===== config.mk =====
export PLATFORM = sky130hd
export DESIGN_NAME = mac_stream_seq
export DESIGN_NICKNAME = d
export VERILOG_FILES = /design/src/rtl/mac_stream_seq.sv
export SDC_FILE = /design/constraint.sdc
export NUM_CORES = 1
export LEC_CHECK = 0
export ABC_AREA = 1
export CORE_MARGIN = 1
export CORE_UTILIZATION = 35
export DETAILED_ROUTE_END_ITERATION = 10
export DONT_BUFFER_PORTS = 1
export PLACE_DENSITY = 0.48
export SYNTH_ARGS = -nofsm -noshare
export SYNTH_HDL_FRONTEND = slang
export SYNTH_SLANG_ARGS = --single-unit

===== constraint.sdc =====
create_clock -name clk_i -period 3.6 [get_ports clk_i]
set_clock_uncertainty 0.2 [all_clocks]
set_input_delay 0.36 -clock clk_i [delete_from_list [all_inputs] [get_ports clk_i]]
set_output_delay 0.36 -clock clk_i [all_outputs]
set_load 0.05 [all_outputs]

===== src/rtl/mac_stream_seq.sv =====
// Tile sequencer for a MAC engine fed by three TCDM streams (A, B, C).
// It walks n_tiles tiles, starting every stream for each tile and waiting for all of them to finish.
module mac_stream_seq #(
    parameter int TW = 8,
    parameter int AW = 32
) (
    input  logic          clk_i,
    input  logic          rst_ni,
    input  logic          clear_i,
    input  logic          start_i,
    input  logic [TW-1:0] n_tiles_i,
    input  logic [AW-1:0] a_base_i,
    input  logic [AW-1:0] b_base_i,
    input  logic [AW-1:0] c_base_i,
    input  logic [AW-1:0] a_stride_i,
    input  logic [AW-1:0] b_stride_i,
    input  logic [AW-1:0] c_stride_i,
    output logic          a_req_start_o,
    output logic          b_req_start_o,
    output logic          c_req_start_o,
    output logic [AW-1:0] a_addr_o,
    output logic [AW-1:0] b_addr_o,
    output logic [AW-1:0] c_addr_o,
    input  logic          a_ready_start_i,
    input  logic          b_ready_start_i,
    input  logic          c_ready_start_i,
    input  logic          a_done_i,
    input  logic          b_done_i,
    input  logic          c_done_i,
    output logic          engine_clear_o,
    output logic          engine_enable_o,
    output logic          busy_o,
    output logic          done_o,
    output logic [TW-1:0] tile_idx_o
);

    typedef enum logic [2:0] {IDLE, LOAD, ISSUE, RUN, NEXT, FINISH} state_e;

    state_e        state_q, state_d;
    logic [TW-1:0] n_tiles_q, n_tiles_d;
    logic [TW-1:0] tile_idx_q, tile_idx_d;
    logic [AW-1:0] base_q [3];
    logic [AW-1:0] base_d [3];
    logic [AW-1:0] stride_q [3];
    logic [AW-1:0] stride_d [3];
    logic [AW-1:0] addr_q [3];
    logic [AW-1:0] addr_d [3];
    logic [2:0]    issued_q, issued_d;
    logic [2:0]    doneflag_q, doneflag_d;
    logic [2:0]    req_q, req_d;
    logic          eng_clear_q, eng_clear_d;
    logic          eng_en_q, eng_en_d;
    logic          busy_q, busy_d;
    logic          done_q, done_d;

    logic [AW-1:0] base_in [3];
    logic [AW-1:0] stride_in [3];
    logic [2:0]    ready_s;
    logic [2:0]    done_s;
    logic [2:0]    hs_s;

    assign base_in[0]   = a_base_i;
    assign base_in[1]   = b_base_i;
    assign base_in[2]   = c_base_i;
    assign stride_in[0] = a_stride_i;
    assign stride_in[1] = b_stride_i;
    assign stride_in[2] = c_stride_i;
    assign ready_s      = {c_ready_start_i, b_ready_start_i, a_ready_start_i};
    assign done_s       = {c_done_i, b_done_i, a_done_i};
    assign hs_s         = req_q & ready_s;

    always_comb begin
        state_d    = state_q;
        n_tiles_d  = n_tiles_q;
        tile_idx_d = tile_idx_q;
        base_d     = base_q;
        stride_d   = stride_q;
        addr_d     = addr_q;
        issued_d   = issued_q;
        doneflag_d = doneflag_q;

        case (state_q)
            IDLE: begin
                if (start_i) begin
                    n_tiles_d = n_tiles_i;
                    for (int i = 0; i < 3; i++) begin
                        base_d[i]   = base_in[i];
                        stride_d[i] = stride_in[i];
                    end
                    state_d = (n_tiles_i != '0) ? LOAD : FINISH;
                end
            end
            LOAD: begin
                addr_d     = base_q;
                tile_idx_d = '0;
                issued_d   = '0;
                doneflag_d = '0;
                state_d    = ISSUE;
            end
            ISSUE: begin
                // A handshake in this cycle already counts towards leaving ISSUE.
                issued_d   = issued_q | hs_s;
                doneflag_d = doneflag_q | done_s;
                if (issued_d == 3'b111) begin
                    state_d = RUN;
                end
            end
            RUN: begin
                doneflag_d = doneflag_q | done_s;
                if (doneflag_q == 3'b111) begin
                    state_d = NEXT;
                end
            end
            NEXT: begin
                doneflag_d = doneflag_q | done_s;
                if (tile_idx_q == n_tiles_q - TW'(1)) begin
                    state_d = FINISH;
                end else begin
                    tile_idx_d = tile_idx_q + TW'(1);
                    for (int i = 0; i < 3; i++) begin
                        addr_d[i] = addr_q[i] + stride_q[i];
                    end
                    issued_d   = '0;
                    doneflag_d = '0;
                    state_d    = ISSUE;
                end
            end
            FINISH: begin
                state_d = IDLE;
            end
            default: begin
                state_d = IDLE;
            end
        endcase

        if (clear_i) begin
            state_d    = IDLE;
            tile_idx_d = '0;
            issued_d   = '0;
            doneflag_d = '0;
            for (int i = 0; i < 3; i++) begin
                addr_d[i] = '0;
            end
        end

        // Outputs are decoded from the next state so they come straight off flops.
        req_d       = (state_d == ISSUE) ? ~issued_d : 3'b000;
        eng_clear_d = (state_d == LOAD);
        eng_en_d    = (state_d == ISSUE) || (state_d == RUN);
        busy_d      = (state_d != IDLE);
        done_d      = (state_d == FINISH);
    end

    always_ff @(posedge clk_i or negedge rst_ni) begin
        if (!rst_ni) begin
            state_q     <= IDLE;
            n_tiles_q   <= '0;
            tile_idx_q  <= '0;
            issued_q    <= '0;
            doneflag_q  <= '0;
            req_q       <= '0;
            eng_clear_q <= 1'b0;
            eng_en_q    <= 1'b0;
            busy_q      <= 1'b0;
            done_q      <= 1'b0;
            for (int i = 0; i < 3; i++) begin
                base_q[i]   <= '0;
                stride_q[i] <= '0;
                addr_q[i]   <= '0;
            end
        end else begin
            state_q     <= state_d;
            n_tiles_q   <= n_tiles_d;
            tile_idx_q  <= tile_idx_d;
            issued_q    <= issued_d;
            doneflag_q  <= doneflag_d;
            req_q       <= req_d;
            eng_clear_q <= eng_clear_d;
            eng_en_q    <= eng_en_d;
            busy_q      <= busy_d;
            done_q      <= done_d;
            for (int i = 0; i < 3; i++) begin
                base_q[i]   <= base_d[i];
                stride_q[i] <= stride_d[i];
                addr_q[i]   <= addr_d[i];
            end
        end
    end

    assign a_req_start_o   = req_q[0];
    assign b_req_start_o   = req_q[1];
    assign c_req_start_o   = req_q[2];
    assign a_addr_o        = addr_q[0];
    assign b_addr_o        = addr_q[1];
    assign c_addr_o        = addr_q[2];
    assign engine_clear_o  = eng_clear_q;
    assign engine_enable_o = eng_en_q;
    assign busy_o          = busy_q;
    assign done_o          = done_q;
    assign tile_idx_o      = tile_idx_q;

    // A pending request must never see its address move underneath it.
    for (genvar g = 0; g < 3; g++) begin : g_addr_stable
        a_addr_stable : assert property (@(posedge clk_i) disable iff (!rst_ni)
            (req_q[g] && $past(req_q[g])) |-> $stable(addr_q[g]));
    end

endmodule


==> summary.md <==
| Metric | Value |
|---|---|
| Top cell type's share of synthesized area | `39.6%` |
| VDD IR-drop max | `between 0.0003 and 0.0004 V` |
| Final hold violations | `320` |
| Slowest-stage cell, CP | `dfrtp_1` |
| Routed vias | `19536` |
| Post-synthesis area per instance | `6.68 um2` |
| Postcts setup bufs | `0` |
| Dpl cells | `roughly 3700` |
| Row count | `87` |
| ANT nets after route | `0` |
| Via density per instance | `4.88` |
| Critical Path Source | `b_addr_o[1]` |
| Fin util | `between 40 and 50%` |
| Diode count | `0` |
| Power Density | `533 nW/um2` |
| Grt met3 use | `4.62%` |
| Worst slew pin tran | `1.41 ns` |
| Most frequent cells in the layout | `1421 x nand2_1, 320 x dfrtp_1, 292 x inv_1, 230 x nand3_1, 209 x dlygate4sd3_1` |
| Top delay family on crit path | `simple AND/OR/NAND/NOR gates` |
| Max-cap violations | `0` |
| R2r startpoint | `b_addr_o[1]` |
| Post-Synthesis Cell Area | `just over 20000 um2` |
| Port bufs | `0` |
| Non-Filler Instances | `4000` |
| Initial antenna violation count | `3` |
| Most frequent CP cell | `nand2_1` |
| Worst Path Required | `3.86 ns` |
| Leakage power | `13.3 nW` |
| Final setup vio count | `0` |
| Unrepaired setup endpoints after global routing | `false` |
| Tightest Hold Check Type | `in2async` |
| Syn-to-layout area delta | `20.7%` |
| Setup crit end | `b_addr_o[28]` |
| Clk Latency, worst-skew pair | `approximately 0.58 ns` |
| Largest fanout on the critical path | `4` |
| CTS Hold Bufs | `209` |
| CTS clk-pin slew, worst paths | `0.06 ns` |
| Period minus WS final | `3.00 ns` |
| Hold slack | `-0.704 ns` |
| DRC errors left | `0` |
| Pre-Repair DR Iteration Count | `5` |
| Die W | `about 240 um` |
| Yosys warnings | `0` |
| Placer Congestion | `0.904` |
| Critical path depth in cells | `14` |
| Commonest non-fill, non-tap cell in the layout | `nand2_1` |
| Slew HR | `5.71%` |
| Synth area leader | `dfrtp_1` |
| Power Total | `0.0130 W` |
| GRT busiest layer | `met2` |
| Final Cycle Share | `between 80% and 90%` |
| Hpwl dp | `49.5 mm` |
| R2R setup slack | `0.60 ns` |
| Post-CTS sizing | `0` |
| Die Area | `58800 um2` |
| Drt wl/cell | `17.4 um` |
| Ranking of synthesized cells by area | `dfrtp_1 40%, nand2_1 26%, ha_1 5.9%` |
| Crit path DAT | `around 3.3 ns` |
| CTS root buf | `clkbuf_16` |
| Largest net degree at the start of global routing | `321` |
| Failing checks | `hold timing` |
| DR iter-0 viols | `a little over 1000` |
| Unique masters post-synth | `36` |
| Die Y | `roughly 240 um` |
| H-tree levels | `2` |
| CTS tree | `done` |
| Crit Path Class | `reg2reg` |
| Outcome | `finished, violations left` |
| CP Cell Sequence | `inv_1, fa_1, inv_1, nand3_1, nand3_1, nand3_1, nand3_1, nand2_1, nand2_1, nand2_1, nand3_1, nand2_1, nand2_1, nand2_1` |
| Sequential area share after synthesis | `between 30% and 40%` |
| Largest stage delay, worst path | `0.72 ns` |
| Core Area | `roughly 57000 um2` |
| CTS Buffer Depth | `3` |
| Global route overflow | `0` |
| Register bit count reported by yosys | `320` |
| Max Slew Vio Count | `0` |
| F_max | `0.334 GHz` |
| CP Capture Type | `flop` |
| R2R cell count | `14` |
| CTS Sinks | `320` |
| Crit path buffers/inverters | `2` |
| Vias in the first global route | `19953` |
| Setup TNS | `0 ns` |
| Post-synth net total | `3336` |
| IO Count | `between 300 and 400` |
| Layout cells sized above 1 | `between 3 and 4%` |
| Grt met2 use | `39.1%` |
| M1 GR Usage | `31.4%` |
| Mapped Cells | `3028` |
| WL final | `69.6 mm` |
| GRT Total Usage | `a little under a quarter` |
| Initial Util | `a little over a third` |
| Final Net Count | `3522` |
| Type of origin of the critical path | `flop` |
| Num CTS Buffers | `40` |
| Global-route wire length before repair | `111 mm` |
| R2R Path End | `b_addr_o[28]` |
-- power by group --
group          switching (W)  leakage (nW)  internal [W]  total [W]
Clock                0.00169         0.606       0.00225    0.00393
Sequential          0.000992          4.05       0.00419    0.00518
Combinational        0.00254          8.61       0.00137    0.00392
Total                0.00522          13.3       0.00780     0.0130
-- flip-flops by register name, indices dropped and copies added, names as in the netlist, 3 cells and up --
register    cells
a_addr_o       32
doneflag_q      3
b_addr_o       32
stride_q       96
req_q           3
n_tiles_q       8
issued_q        3
state_q         3
tile_idx_o      8
base_q         96
c_addr_o       32
-- cells by family (layout without fill, tap and decap cells) --
| family | Yosys count | in the layout | synth area share (%) |
|---|---|---|---|
| AOI/OAI and AO/OA | 253 | 253 | 6.66 |
| and+or+nand+nor | 1925 | 1925 | 38.2 |
| muxes | 9 | 9 | 0.445 |
| xor gates and xnor gates | 29 | 29 | 1.26 |
| DFF | 320 | 320 | 39.6 |
| adders and majority gates | 98 | 98 | 6.17 |
| buffers and inverters | 394 | 610 | 7.72 |
-- final cells by class --
type | instances | area, um2
Clock buffer | 57 | 1110
Clock inverter | 15 | 151
Fill cell | 5927 | 32300
Inverter | 297 | 1120
Multi-Input combinational cell | 2314 | 10700
Sequential cell | 320 | 8010
Tap cell | 756 | 946
Timing Repair Buffer | 241 | 2390
-- per-layer routing --
metal	vias to the layer above	share of wire, %
li1	9874	-
met4	6	2.7
met2	461	46
met3	108	5.6
met5	-	0.050
met1	9087	46
-- per-stage QoR --
step	instance area [um2]	setup WS (ns)
finish	24400	0.602
global route	24400	0.264
CTS	24400	0.627
detailed placement	21100	0.636
global placement	21100	0.650
floorplan	20200	1.10
-- synthesized netlist by cell type --
master    count
nand2_1    1422
dfrtp_1     320
buf_4         2
buf_2        22
a21boi_0      4
and2_1        7
nand3b_1     18
a21o_1        7
o211ai_1      6
nand4_1      23
fa_1          3
nor2_2        2
a21oi_1     101
xnor2_1       1
nor2_4        1
xor2_1       28
inv_1       294
ha_1         95
nor3_1       23
a32oi_1       1
a22oi_1       2
o21ai_0     117
mux2i_1       9
nor2_1      187
o21bai_1     10
nand2_2       4
inv_4         1
or2_2         5
nor4_1        2
inv_2         1
clkinv_1      1
nand3_1     231
buf_1         7
o22ai_1       5
clkbuf_1     60
buf_6         6
-- worst min path at each step --
stage,startpoint,to,slack [ns],depth (start not counted)
6_report,rst_ni,stride_q[26],-0.70,0
3_5_place_dp,rst_ni,stride_q[26],-0.12,0
2_1_floorplan,rst_ni,a_addr_o[0],-0.14,0
3_3_place_gp,rst_ni,stride_q[26],-0.12,0
5_1_grt,rst_ni,stride_q[26],-0.73,0
4_1_cts,rst_ni,stride_q[26],-0.73,0
Power figures use the tool's default switching activity.
